## src/rtl/sensor_tx_sched.sv

```systemverilog
// Round-robin scheduler that frames one 8-bit sample per channel as HDR/ID/DATA/CHK
// and feeds the bytes to a single uart_tx through its start/data/busy interface.
module sensor_tx_sched #(
  parameter int          NCH    = 4,
  parameter logic [7:0]  HDR    = 8'hA5,
  parameter int          ACK_TO = 4
) (
  input  logic               clk,
  input  logic               rst_n,
  input  logic               ena,
  input  logic [NCH-1:0]     ch_valid,
  input  logic [8*NCH-1:0]   ch_data,
  output logic [NCH-1:0]     ch_ready,
  output logic               tx_start,
  output logic [7:0]         tx_data,
  input  logic               tx_busy,
  output logic               frame_done,
  output logic               tx_err
);

  localparam int CW = (NCH > 1) ? $clog2(NCH) : 1;
  localparam int AW = (ACK_TO > 1) ? $clog2(ACK_TO) : 1;

  typedef enum logic [2:0] {
    S_IDLE,
    S_ARB,
    S_LOAD,
    S_ACK,
    S_DONE
  } state_e;

  state_e           state_q, state_d;
  logic [CW-1:0]    last_q, last_d;
  logic [3:0]       seq_q, seq_d;
  logic [1:0]       idx_q, idx_d;
  logic [7:0]       data_q, data_d;
  logic [AW-1:0]    ack_cnt_q, ack_cnt_d;
  logic [NCH-1:0]   ch_ready_q, ch_ready_d;
  logic             tx_start_q, tx_start_d;
  logic [7:0]       tx_data_q, tx_data_d;
  logic             frame_done_q, frame_done_d;
  logic             tx_err_q, tx_err_d;

  logic             found;
  logic [CW-1:0]    grant;
  logic [CW-1:0]    cand;
  logic [7:0]       id_byte;
  logic [7:0]       cur_byte;

  // Rotating search: the channel right after the last grant has top priority.
  always_comb begin
    found = 1'b0;
    grant = last_q;
    cand  = last_q;
    for (int k = 1; k <= NCH; k++) begin
      cand = CW'((int'(last_q) + k) % NCH);
      if (!found && ch_valid[cand]) begin
        found = 1'b1;
        grant = cand;
      end
    end
  end

  assign id_byte = {seq_q, 4'(last_q)};

  always_comb begin
    case (idx_q)
      2'd0:    cur_byte = HDR;
      2'd1:    cur_byte = id_byte;
      2'd2:    cur_byte = data_q;
      default: cur_byte = HDR ^ id_byte ^ data_q;
    endcase
  end

  always_comb begin
    // NOTE: every variable gets a default before the case so no path leaves it unassigned (no latches).
    state_d      = state_q;
    last_d       = last_q;
    seq_d        = seq_q;
    idx_d        = idx_q;
    data_d       = data_q;
    ack_cnt_d    = ack_cnt_q;
    tx_data_d    = tx_data_q;
    ch_ready_d   = '0;
    tx_start_d   = 1'b0;
    frame_done_d = 1'b0;
    tx_err_d     = 1'b0;

    case (state_q)
      S_IDLE: if (ena && |ch_valid) state_d = S_ARB;
      S_ARB: begin
        if (found) begin
          ch_ready_d = NCH'(1) << grant;
          data_d     = ch_data[int'(grant)*8 +: 8];
          last_d     = grant;
          idx_d      = 2'd0;
          state_d    = S_LOAD;
        end else begin
          state_d = S_IDLE;
        end
      end
      S_LOAD: begin
        if (!tx_busy) begin
          tx_data_d  = cur_byte;
          tx_start_d = 1'b1;
          ack_cnt_d  = '0;
          state_d    = S_ACK;
        end
      end
      S_ACK: begin
        if (tx_busy) begin
          state_d = S_DONE;
        end else if (ack_cnt_q == AW'(ACK_TO - 1)) begin
          tx_err_d = 1'b1;
          state_d  = S_IDLE;
        end else begin
          ack_cnt_d = ack_cnt_q + 1'b1;
        end
      end
      S_DONE: begin
        if (!tx_busy) begin
          if (idx_q != 2'd3) begin
            idx_d   = idx_q + 2'd1;
            state_d = S_LOAD;
          end else begin
            frame_done_d = 1'b1;
            seq_d        = seq_q + 4'd1;
            state_d      = S_IDLE;
          end
        end
      end
      default: state_d = S_IDLE;
    endcase

    // Disable discards the in-flight frame but keeps seq and the round-robin pointer.
    if (!ena) begin
      state_d      = S_IDLE;
      last_d       = last_q;
      seq_d        = seq_q;
      ch_ready_d   = '0;
      tx_start_d   = 1'b0;
      frame_done_d = 1'b0;
      tx_err_d     = 1'b0;
    end
  end

  // NOTE: sequential state uses non-blocking assignments so all flops update together at the edge.
  always_ff @(posedge clk or negedge rst_n) begin
    if (!rst_n) begin
      state_q      <= S_IDLE;
      last_q       <= CW'(NCH - 1);
      seq_q        <= '0;
      idx_q        <= '0;
      data_q       <= '0;
      ack_cnt_q    <= '0;
      ch_ready_q   <= '0;
      tx_start_q   <= 1'b0;
      tx_data_q    <= '0;
      frame_done_q <= 1'b0;
      tx_err_q     <= 1'b0;
    end else begin
      state_q      <= state_d;
      last_q       <= last_d;
      seq_q        <= seq_d;
      idx_q        <= idx_d;
      data_q       <= data_d;
      ack_cnt_q    <= ack_cnt_d;
      ch_ready_q   <= ch_ready_d;
      tx_start_q   <= tx_start_d;
      tx_data_q    <= tx_data_d;
      frame_done_q <= frame_done_d;
      tx_err_q     <= tx_err_d;
    end
  end

  assign ch_ready   = ch_ready_q;
  assign tx_start   = tx_start_q;
  assign tx_data    = tx_data_q;
  assign frame_done = frame_done_q;
  assign tx_err     = tx_err_q;

endmodule
```

## config.mk

```make
export PLATFORM = sky130hd
export DESIGN_NAME = sensor_tx_sched
export DESIGN_NICKNAME = d
export VERILOG_FILES = /design/src/rtl/sensor_tx_sched.sv
export SDC_FILE = /design/constraint.sdc
export NUM_CORES = 1
export LEC_CHECK = 0
export ABC_AREA = 1
export CORE_MARGIN = 3
export CORE_UTILIZATION = 56
export CTS_BUF_LIST = sky130_fd_sc_hd__clkbuf_8
export CTS_CLUSTER_DIAMETER = 60
export CTS_CLUSTER_SIZE = 28
export DETAILED_ROUTE_END_ITERATION = 8
export PLACE_DENSITY = 0.89
export SLEW_MARGIN = 20
export SYNTH_ARGS = -nofsm -noshare
export SYNTH_HDL_FRONTEND = slang
export SYNTH_SLANG_ARGS = --single-unit
```

## constraint.sdc

```tcl
create_clock -name clk -period 3.35 [get_ports clk]
set_input_delay 0.5025 -clock clk [delete_from_list [all_inputs] [get_ports clk]]
set_output_delay 0.5025 -clock clk [all_outputs]
set_load 0.1 [all_outputs]
```

Yosys cells after proc, flatten, opt, wreduce, memory -nomap -nowiden
Index checks and enable logic that the tools add are counted.
- logic and storage cells: 113
- register bits: 36
- bits of input ports: 40
- bitwise logic cells: 4
- muxes and demuxes: 48
- $add $sub $neg: 7
- shifts and indexed selects: 2
- magnitude comparators: 4
- reductions and logical operators: 19
- equality and inequality tests: 18
- operators by type and width (kind ; count):
    $shiftx 32x6->8 ; 1
    $mux 2 ; 12
    $pmux 8 s3 ; 1
    $mux 1 ; 19
    $mux 3 ; 6
    $reduce_and 4->1 ; 4
    $pmux 3 s5 ; 1
    $ne 2x2->1 const B ; 7
    $lt 2x3->1 const B ; 4
    $mux 4 ; 3
    $ne 3x3->1 const B ; 3
    $add 2x1->2 const B ; 4
    $bmux 1 s2 ; 4
    $pmux 2 s2 ; 2
    $xor 8x8->8 ; 1
    $eq 3x2->1 const B ; 2
    $add 2x2->2 const B ; 2
    $add 4x1->4 const B ; 1
    $eq 2x2->1 const B ; 2
    $logic_and 1x1->1 ; 4
    $ne 4x4->1 const B ; 1
    $not 4->4 ; 1
    $reduce_and 2->1 ; 2
    $reduce_bool 2->1 ; 2
    other kinds (10) ; 13

Depth between registers and ports, before layout
- word-level depth: 17
- gate-level depth with buffers: 15
- mapped depth without buffers: 13

Least setup slack after synthesis
Ideal clock, no wire load.
- path kind: flip-flop to flip-flop
- start point: reg last_q[1]
- end point: reg data_q[0]
- cell stages (with the launch flop): 16
- setup slack: 1.602 ns
- buffers on the path: 2
- arrival: 1.629 ns
- required time: 3.231 ns
- period minus slack after synthesis: 1.748 ns
- path through: dfstp_2 buf_4 inv_2 nand2_1 nand2_1 nand2_1 nand2_2 inv_4 nand3_2 inv_2 nand2_1 nand2_1 buf_4 nand3_1 nand3_1 nand2_1
- cells in the longest elaborated chain, start to end: 14
- elaborated cells on any way between the ends: 28
- classes of those cells: 4 x add/sub; 1 x shift; 16 x mux; 7 x reduce/logical
- ends and longest elaborated chain (element ; line ; text):
    from (decl) ; 33 ; logic [CW-1:0] last_q, last_d;
    from (signal assigned) ; 151 ; last_q <= CW'(NCH - 1);
    from (signal assigned) ; 163 ; last_q <= last_d;
    $add 2x1->2 ; 56 ; cand = CW'((int'(last_q) + k) % NCH);
    $bmux 1 s2 ; 57 ; if (!found && ch_valid[cand]) begin
    $mux 1 (not written as such) ; 57 ;
    $mux 1 ; 57 ;
    $logic_not 1->1 ; 57 ;
    $logic_and 1x1->1 ; 57 ;
    $mux 1 ; 57 ;
    $logic_not 1->1 ; 57 ;
    $logic_and 1x1->1 ; 57 ;
    $mux 1 ; 57 ;
    $logic_not 1->1 ; 57 ;
    $logic_and 1x1->1 ; 57 ;
    $mux 2 / $mux 1 (equally long branches) ; 57 ;
    $shiftx 32x6->8 / $reduce_and 2->1 (equally long branches) ; -- ;
    to (signal assigned) ; 166 ; data_q <= data_d;
    to (decl) ; 36 ; logic [7:0] data_q, data_d;
Several ways; a longest one is shown, not always the timed one. The select of a mux whose other input is x is not followed.
A chain may end at the register's enable or synchronous reset.

Worst setup path after layout
- start point: reg tx_data_q[4], in the netlist tx_data[4]
- end point: out tx_data[4]
- RTL lines (element ; line ; text):
    from (decl) ; 40 ; logic [7:0] tx_data_q, tx_data_d;
    from (signal assigned) ; 170 ; tx_data_q <= tx_data_d;
    to (decl) ; 15 ; output logic [7:0] tx_data,
No word-level cell between the ends.

==> impl_summary.md <==
Yosys
Sorting the synthesized cells by area gives the leading types as dfrtp_1, nand2_1, nand3_1. Synthesis handed over a netlist of 319 instances. The number of nets handed over by synthesis was 365. The mean post-synth cell area is 7.23 um2. The top-area cell type share of the netlist area is 36.9%. The post-synthesis instance area is 2310 um2.

The cell type with the highest aggregate area in the netlist is dfrtp_1. The total of flip-flops plus latches after synthesis is 36. The count of distinct cell types in the synthesized netlist is 34. The fraction of the yosys area taken by sequential cells is 39.2%.

The Yosys step of the flow raised 0 warnings.

Place
Including well taps, the total number of placed cells is 414. The placer congestion estimate is 0.940. Input and output buffers added on the ports amount to 54. The area of placed instances is 2860 um2. The wire-length estimate of the detail-placed layout is 4.59 mm.

Timing
The count of endpoints failing hold in the final timing report is 0. The achievable clock frequency is 0.437 GHz. The final max-slew violation count was 0.

The worst setup skew after layout is 0.00478 ns. The final-layout setup total negative slack is 0 ns. Setup repair after global routing left no endpoint under its margin. Headroom to the max-slew limit came out at 34.0%. The slew at the pin closest to its max-slew limit is 0.986 ns.

Setup violations remaining at the end of the flow were counted as 0. Dividing the final minimum period by the clock period gives 68.2%. For the finished layout, the period the worst path requires is 2.29 ns.

Run status
The run finished with clean final reports.

Worst setup path
The signal on the critical path passes through clkdlybuf4s50_1. The delay of the slowest cell on the worst path is 1.14 ns. The cell at the slowest stage of the critical path is clkdlybuf4s50_1. The required time of the critical path is 2.85 ns. The number of buffers and inverters on the critical path is 1. The critical path in this run is classified as reg2out. The sort of element at the start of the critical path is a flop. The endpoint class of the critical path is an output port. In this run the worst path has a maximum fanout of 2. STA puts the critical path data arrival time at 1.78 ns. On the critical path the largest part of the delay comes from buffers and inverters.

Floorplanning
The number of primary I/O pins is 55. The die is 70.2 um tall. The core region is 3830 um2. The width of the chip is 70.2 um.

The starting density of the core is 60.3%. The full die area is 4930 um2. The number of cell rows is 22.

CTS
The clock tree buffer depth is 2. In this run, post-CTS repair resized a total of 0 instances. After clock tree synthesis, the clock-pin slew on the worst setup and hold paths is 0.06 ns. The number of buffers inserted for hold repair after clock tree synthesis is 0.

The total number of H-tree levels is 2. The clock reaches the later pin of the worst-skew pair after 0.29 ns. The count of clock tree sinks is 36.

The post-CTS repair timing setup buffer count is 0. TritonCTS built the clock tree. The root buffer cell is clkbuf_8. Counting the buffers created by CTS gives 5.

Routing
After detailed routing, the total wire length is 6.00 mm. The number of nets still failing antenna checks after routing is 0. The detailed-router iteration count before antenna repair is 7. The number of vias in the routed layout is 2,337. The iteration-0 DRC count of the detailed router is 222. In the routed layout, each cell is associated on average with a via count of 5.54.

The DRC violation count after routing is 0. After detailed routing, the average wire length per cell comes to 14.2 um.

Global routing
The total track usage is 24.8%. The initial antenna violation count is 0. Global routing finished with a remaining overflow of 0.

Entering global routing, the biggest net connects 37 pins. The via count of the first global-routing pass is 2,179. The first global-routing pass estimated 9.85 mm of wire.

Layout
The fraction of the core area covered by cells at the end of the flow is 77.2%. The area of all placed cells without fillers is 2950 um2. 0 antenna diodes ended up in the layout. Once layout is complete, the cells apart from fillers number 422. The area growth from synthesis to layout is 28.0%. The number of nets in the layout is 419. The share of post-route cells with drive strength above 1 is 7.49%.

Power and ir drop
The leakage component of the power is 1.47 nW. Dividing total power by cell area gives a power density of 886 nW/um2. The worst-case IR drop observed on VDD is 0.482 mV.

Hold path
The worst hold path belongs to the class reg2reg.

Job
The max-capacitance violation count is 0.
==> layout make-up <==
| type | count | area [um2] |
|---|---|---|
| multi-input combinational | 235 | 1200 |
| sequential | 36 | 903 |
| fill | 285 | 873 |
| timing repair buffer | 55 | 548 |
| inverter | 40 | 153 |
| clock buffer | 6 | 82.6 |
| tap | 48 | 60.1 |
| clock inverter | 2 | 7.51 |
==> worst paths after layout <==
check	start	slack [ns]	end	cells past startpoint
hold reg to reg	tx_data[7]	0.48	tx_data[7]	2
hold / removal	tx_data[7]	0.48	tx_data[7]	2
setup / recovery	tx_data[4]	1.06	tx_data[4]	1
min in group asynchronous	rst_n	0.62	tx_data[2]	2
max in group asynchronous	rst_n	2.38	last_q[0]	2
setup reg to reg	last_q[0]	1.10	data_q[2]	13
==> worst min-delay path: stages (launching register included) <==
cell	delay [ns]
dfrtp_1	0.34
nand2_1	0.05
nand2_1	0.05
==> registers in the layout (all words and copies together) (netlist names), 2 cells and up <==
signal     cells
tx_data        8
seq_q          4
idx_q          2
ch_ready       4
ack_cnt_q      2
state_q        3
last_q         2
data_q         8
==> layout by cell type, fill, tap and decap left out, types with 2 or more instances in the layout <==
cell | Yosys | layout
a21oi_1 | 3 | 3
a221oi_1 | 2 | 2
a22o_1 | 2 | 2
clkbuf_8 | 0 | 6
clkdlybuf4s50_1 | 0 | 54
dfrtp_1 | 34 | 34
dfstp_2 | 2 | 2
ha_1 | 6 | 6
inv_1 | 35 | 37
inv_2 | 3 | 3
nand2_1 | 108 | 108
nand2_2 | 6 | 6
nand2_4 | 3 | 3
nand3_1 | 42 | 42
nand3_2 | 2 | 2
nor2_1 | 18 | 18
nor3_1 | 3 | 3
o21ai_0 | 18 | 18
o31ai_1 | 3 | 3
xnor2_1 | 7 | 7
xor2_1 | 2 | 2
==> routing by layer <==
| layer | up-vias | track usage, % | part of all wire, % |
|---|---|---|---|
| li1 | 1130 | - | - |
| met5 | - | 0 | 0 |
| met4 | 0 | 8.30 | 2.3 |
| met2 | 103 | 41.8 | 50 |
| met3 | 18 | 3.88 | 6.0 |
| met1 | 1086 | 32.4 | 42 |
==> cell usage after synthesis (all sizes together) <==
cell,number
clkbuf,4
o31ai,3
ha,6
nor3,4
inv,39
nand2,117
nor2,18
a22oi,1
xor2,2
mux2,1
a221oi,2
xnor2,7
dfstp,2
a21oi,3
a22o,2
a31oi,1
o22ai,1
clkinv,1
o21bai,1
nor4,1
dfrtp,34
buf,4
o21a,1
nand3,45
nand4,1
o21ai,18
==> logic make-up (layout without fill, tap and decap cells) <==
family	Yosys count	count (layout)	share of synthesized area, %
AO/OA/AOI/OAI	33	33	8.57
flip-flops	36	36	39.2
AND/OR/NAND/NOR	186	186	36.2
multiplexers	1	1	0.488
XOR/XNOR	9	9	3.42
adder cells (fa/ha/maj)	6	6	3.25
buffers and inverters	48	103	8.89
==> per-stage QoR <==
stage          hold slack, ns  setup WS [ns]  power [mW]
2_1_floorplan           0.207           1.60        1.97
3_3_place_gp            0.464           1.04        2.27
3_5_place_dp            0.467           1.02        2.30
4_1_cts                 0.486           1.06        2.61
5_1_grt                 0.520          0.881        2.82
6_report                0.477           1.06        2.62
==> power by group <==
part	switching (mW)	total [mW]	internal, mW
clock network	0.145	0.307	0.161
logic	1.15	1.63	0.485
registers	0.120	0.679	0.559
(Power assumes the default switching activity.)
